<file path="src/rtl/dvp_rgb565_packer.sv">
// DVP byte-stream to RGB565 pixel packer feeding the Sobel stage.
// Frames the stream to IMG_WIDTH x IMG_HEIGHT and flags malformed lines and frames.
module dvp_rgb565_packer #(
    parameter int IMG_WIDTH  = 64,
    parameter int IMG_HEIGHT = 48,
    parameter bit HI_FIRST   = 1'b1
) (
    input  logic        clk,
    input  logic        rst,
    input  logic        cam_vsync,
    input  logic        cam_href,
    input  logic        cam_byte_en,
    input  logic [7:0]  cam_data,
    output logic        vsync_out,
    output logic        href_out,
    output logic [15:0] pixel_out,
    output logic        frame_done,
    output logic        line_err,
    output logic        frame_err,
    output logic [15:0] frame_cnt
);

    localparam int COL_W = $clog2(IMG_WIDTH + 2);
    localparam int ROW_W = $clog2(IMG_HEIGHT + 1);

    typedef enum logic [1:0] {IDLE, SYNC, ACTIVE, DONE} state_t;

    state_t             state;
    logic               vsync_d;
    logic               href_d;
    logic               phase;
    logic               got_byte;
    logic [7:0]         stored;
    logic [COL_W-1:0]   col;
    logic [ROW_W-1:0]   row;

    logic vsync_rise;
    logic vsync_fall;
    logic href_fall;
    logic byte_ok;

    assign vsync_rise = cam_vsync & ~vsync_d;
    assign vsync_fall = ~cam_vsync & vsync_d;
    assign href_fall  = ~cam_href & href_d;
    assign byte_ok    = cam_href & cam_byte_en;

    // col keeps counting past IMG_WIDTH (saturating) so over-long lines are detectable at line end
    always_ff @(posedge clk or posedge rst) begin
        if (rst) begin
            state      <= IDLE;
            vsync_d    <= 1'b0;
            href_d     <= 1'b0;
            phase      <= 1'b0;
            got_byte   <= 1'b0;
            stored     <= 8'd0;
            col        <= '0;
            row        <= '0;
            vsync_out  <= 1'b0;
            href_out   <= 1'b0;
            pixel_out  <= 16'd0;
            frame_done <= 1'b0;
            line_err   <= 1'b0;
            frame_err  <= 1'b0;
            frame_cnt  <= 16'd0;
        end else begin
            vsync_d    <= cam_vsync;
            href_d     <= cam_href;
            vsync_out  <= 1'b0;
            href_out   <= 1'b0;
            line_err   <= 1'b0;
            frame_done <= 1'b0;

            // frame_err shows the previous frame's verdict during the vsync_out cycle, then clears
            if (vsync_out) begin
                frame_err <= 1'b0;
            end

            if (vsync_rise) begin
                state     <= SYNC;
                vsync_out <= 1'b1;
                phase     <= 1'b0;
                got_byte  <= 1'b0;
                col       <= '0;
                row       <= '0;
                if (state == SYNC || state == ACTIVE) begin
                    frame_err <= 1'b1;
                end
            end else begin
                case (state)
                    IDLE: begin
                    end
                    SYNC: begin
                        if (vsync_fall) begin
                            state <= ACTIVE;
                        end
                    end
                    ACTIVE: begin
                        if (byte_ok) begin
                            got_byte <= 1'b1;
                            if (!phase) begin
                                stored <= cam_data;
                                phase  <= 1'b1;
                            end else begin
                                phase <= 1'b0;
                                if (col < COL_W'(IMG_WIDTH)) begin
                                    href_out  <= 1'b1;
                                    pixel_out <= HI_FIRST ? {stored, cam_data} : {cam_data, stored};
                                end
                                if (col <= COL_W'(IMG_WIDTH)) begin
                                    col <= col + COL_W'(1);
                                end
                            end
                        end else if (href_fall && got_byte) begin
                            if (col != COL_W'(IMG_WIDTH) || phase) begin
                                line_err  <= 1'b1;
                                frame_err <= 1'b1;
                            end
                            col      <= '0;
                            phase    <= 1'b0;
                            got_byte <= 1'b0;
                            row      <= row + ROW_W'(1);
                            if (row == ROW_W'(IMG_HEIGHT - 1)) begin
                                state <= DONE;
                            end
                        end
                    end
                    DONE: begin
                        frame_done <= 1'b1;
                        frame_cnt  <= frame_cnt + 16'd1;
                        state      <= IDLE;
                        if (byte_ok) begin
                            frame_err <= 1'b1;
                        end
                    end
                    default: state <= IDLE;
                endcase
            end
        end
    end

endmodule
</file>
<file path="config.mk">
export PLATFORM = sky130hd
export DESIGN_NAME = dvp_rgb565_packer
export DESIGN_NICKNAME = d
export VERILOG_FILES = /design/src/rtl/dvp_rgb565_packer.sv
export SDC_FILE = /design/constraint.sdc
export NUM_CORES = 1
export LEC_CHECK = 0
export ABC_AREA = 1
export BUFFER_PORTS_ARGS = -buffer_cell sky130_fd_sc_hd__buf_2
export CAP_MARGIN = 40
export CORE_ASPECT_RATIO = 2
export CORE_MARGIN = 2
export CORE_UTILIZATION = 35
export DETAILED_ROUTE_END_ITERATION = 7
export PLACE_DENSITY_LB_ADDON = 0.25
export SLEW_MARGIN = 20
export SYNTH_ARGS = -nofsm -noshare
export SYNTH_HDL_FRONTEND = slang
export SYNTH_SLANG_ARGS = --single-unit
</file>
<file path="constraint.sdc">
create_clock -name clk -period 1.95 [get_ports clk]
set_clock_uncertainty 0.2 [all_clocks]
set_input_delay 0.0975 -clock clk [delete_from_list [all_inputs] [get_ports clk]]
set_output_delay 0.0975 -clock clk [all_outputs]
set_load 0.005 [all_outputs]
</file>
==> impl_results.md <==
- Outcome: finished, final reports clean
- H-tree levels: 3
- Synth warn: 0
- Post-synthesis sequential area ratio: 50.3%
- Vias in the first global route: between 2000 and 3000
- Critical Path RT: approximately 2.0 ns
- DRT antenna net count: 0
- Top cells by area, synth: dfrtp_1 50%, nand2_1 16%, inv_1 5.4%
- Antenna violations before repair: 0
- Top FF cell, synth: dfrtp_1
- Min-Delay Startpoint: cam_byte_en
- Max frequency: 546 MHz
- CTS max path bufs: 2
- Synth top area share: about half
- DP HPWL: 5310 um
- Final hold viol count: 0
- Clk_lat worst skew: between 0.3 and 0.4 ns
- Die ar.: slightly below 10000 um2
- Pwr/cell area: between 1000 and 1500 nW/um2
- Highest routed layer: met4
- Via count: ~2700
- HP Class: primary input to flip-flop
- Max_slew headroom: between 70% and 80%
- First-pass GRT wire length: about 12000 um
- DR vias/cell: around 4.7
- Worst setup path class: primary input to flip-flop
- I/O Buffers: 49
- Setup TNS: 0 ns
- Grt total ovfl: 0
- R2R cell count: 10
- Initial drt markers: 140
- Multi-input gate area: approximately 1300 um2
- CP Max Fanout: 9
- Drt wl/cell: ~13 um
- Synth async-reset ratio: between 90% and 100%
- Flops & latches, synth: 64
- Post-Synthesis Cells: ~400
- Worst VDD drop: roughly 850 uV
- Io pins: 50
- GRT Util Overall: ~16%
- Capturing point of the worst reg2reg path: col[3]$_DFFE_PP0P_
- Starting Density: 35.8%
- Routed wire length: slightly above 7000 um
- Endpoints failing setup: 0
- R2r setup slk: 0.12 ns
- Site Rows: a little under 50
- Final Slew Violations: 0
- Synthesized net count: 412
- Number of enable flip-flop cells after synthesis: 0
- Leak: 2.22 nW
- Worst r2r src: vsync_d$_DFF_PP0_
- Area grow syn2layout: 27.9%
- MaxCap Viol Count: 0
- Hold Path End: got_byte$_DFFE_PP0P_
- Die Height: 139 um
- Core footprint: 8890 um2
- FF+latch area: between 1500 and 2000 um2
- Residual DRC: 0
- Yosys top cell by area: dfrtp_1
- CTS Root Cell: clkbuf_16
- CTS tree: yes
- Worst hold slack: 0.112 ns
- Met3 wire length: 238 um
- CTS clk-pin slew, worst paths: ~0.06 ns
- Clock sinks: 64
- Distinct cells, synth: 32
- CP Data Arrival Time: 1.84 ns
- Worst-margin pin slew: between 0.4 and 0.5 ns
- Filler cells: ~900
- Metal2 WL: between 4000 and 5000 um
- N_diodes: 0
- GP Congestion: approximately 0.8
- Crit start category: primary input
- Number of cells on the worst hold path: 5
- Fin crit period: ~1.8 ns
- WL met1: 2640 um
- Final net count: between 400 and 500
- Total CTS buffers: 9
- Share of layout cells above drive strength 1: between 20% and 30%
- Cell area after synthesis: roughly 3200 um2
- CP endpoint kind: flip-flop
- RSZ-0062 raised after global routing: false
- Pin count of the biggest net entering global routing: 46
- Chip width: 71.4 um
- Fin crit share: 93.9%
- Pre-antenna DRT Iters: 4
- Syn Area/Cell: between 8 and 9 um2
## where the power goes
group          internal [mW]  switching, mW  leakage [nW]
clock network           1.29          0.583         0.165
logic                  0.481          0.625          1.21
registers               1.68          0.266         0.842
total                   3.44           1.47          2.22
## cell usage in the layout (no fill, tap or decap), types with 5 or more instances in the layout
cell type        n
a21oi_1          5
buf_2           49
buf_4            5
clkbuf_16        9
dfrtp_1         64
dlygate4sd3_1   11
ha_1             8
inv_1           45
inv_2            5
nand2_1        137
nand3_1         17
nand4_1          5
nor2_1          37
o21ai_0         21
o21ai_1          9
xor2_1           6
## per-layer routing
layer,GRT usage [%],up-vias
met5,0,-
met1,16.7,1258
met4,7.55,0
met2,28.7,46
met3,3.85,15
li1,-,1347
## repair_timing
| action | CTS | global route |
|---|---|---|
| hold buffers | 11 | 0 |
| endpoints found under the hold margin | 59 | 0 |
| setup endpoints to repair | 0 | 29 |
| setup buffers | 0 | 1 |
| gates resized for setup | 0 | 3 |
## worst max-delay path by stage
stage | from | to | cells after the start
6_report | cam_href | col[4]$_DFFE_PP0P_ | 9
5_1_grt | vsync_d$_DFF_PP0_ | col[3]$_DFFE_PP0P_ | 10
2_1_floorplan | rst | col[0]$_DFFE_PP0P_ | 1
4_1_cts | cam_vsync | stored[2]$_DFFE_PP0P_ | 8
3_3_place_gp | vsync_d$_DFF_PP0_ | col[2]$_DFFE_PP0P_ | 10
3_5_place_dp | vsync_d$_DFF_PP0_ | col[3]$_DFFE_PP0P_ | 10
## cell families after synthesis
group	Yosys count	share of synthesized area, %
buffers and inverters	57	7.79
DFF	64	50.3
adders and majority gates	9	3.54
xor gates and xnor gates	9	2.48
AOI/OAI and AO/OA	37	5.94
and+or+nand+nor	214	29.9
## registers in the layout, indices dropped and copies added (netlist names)
| name | flops |
|---|---|
| frame_cnt | 16 |
| pixel_out | 16 |
| stored | 8 |
| col | 7 |
| row | 6 |
| state | 2 |
| frame_done | 1 |
| frame_err | 1 |
| got_byte | 1 |
| href_d | 1 |
| href_out | 1 |
| line_err | 1 |
| phase | 1 |
| vsync_d | 1 |
| vsync_out | 1 |
## stage by stage
stage | total power, mW | setup WS [ns] | cell area (um2) | cells | util [%]
after global routing | 5.25 | 0.000627 | 4070 | 570 | 45.8
after detailed placement | 3.06 | 0.141 | 3590 | 542 | 40.4
after global placement | 3.03 | 0.195 | 3590 | 542 | 40.4
after CTS | 4.99 | 0.0342 | 4060 | 569 | 45.6
final | 4.92 | 0.119 | 4070 | 570 | 45.8
after floorplan | 2.61 | 0.0544 | 3180 | 390 | -
## cells in the mapped netlist, types with 2 or more instances
library cell and instances:
xor2_1 6, inv_2 4, nand2_1 137, nand4_1 5
o21ai_1 9, ha_1 9, xnor2_1 3, dfrtp_1 64
nor2_1 38, buf_2 3, nand3_1 17, nor2_4 2
o21ai_0 21, nor2_8 2, a21oi_1 5, nand2_2 4
inv_1 46
## cell type report
| class | instances | share of cell area [%] |
|---|---|---|
| flip-flops and latches | 64 | 39.4 |
| clock buffers | 10 | 5.87 |
| repair buffers | 68 | 11.1 |
| inverters | 51 | 4.83 |
| clock inverters | 6 | 2.80 |
| multi-input cells | 269 | 32.9 |
| well taps | 102 | 3.14 |
## critical path, stage by stage
cell           delay [ns]
dlygate4sd3_1        0.52
buf_2                0.12
nand2_1              0.17
inv_2                0.22
nor2_1               0.06
a21oi_1              0.20
nand3_1              0.26
nand2_1              0.12
nand2_1              0.06
Power figures use the tool's default switching activity.
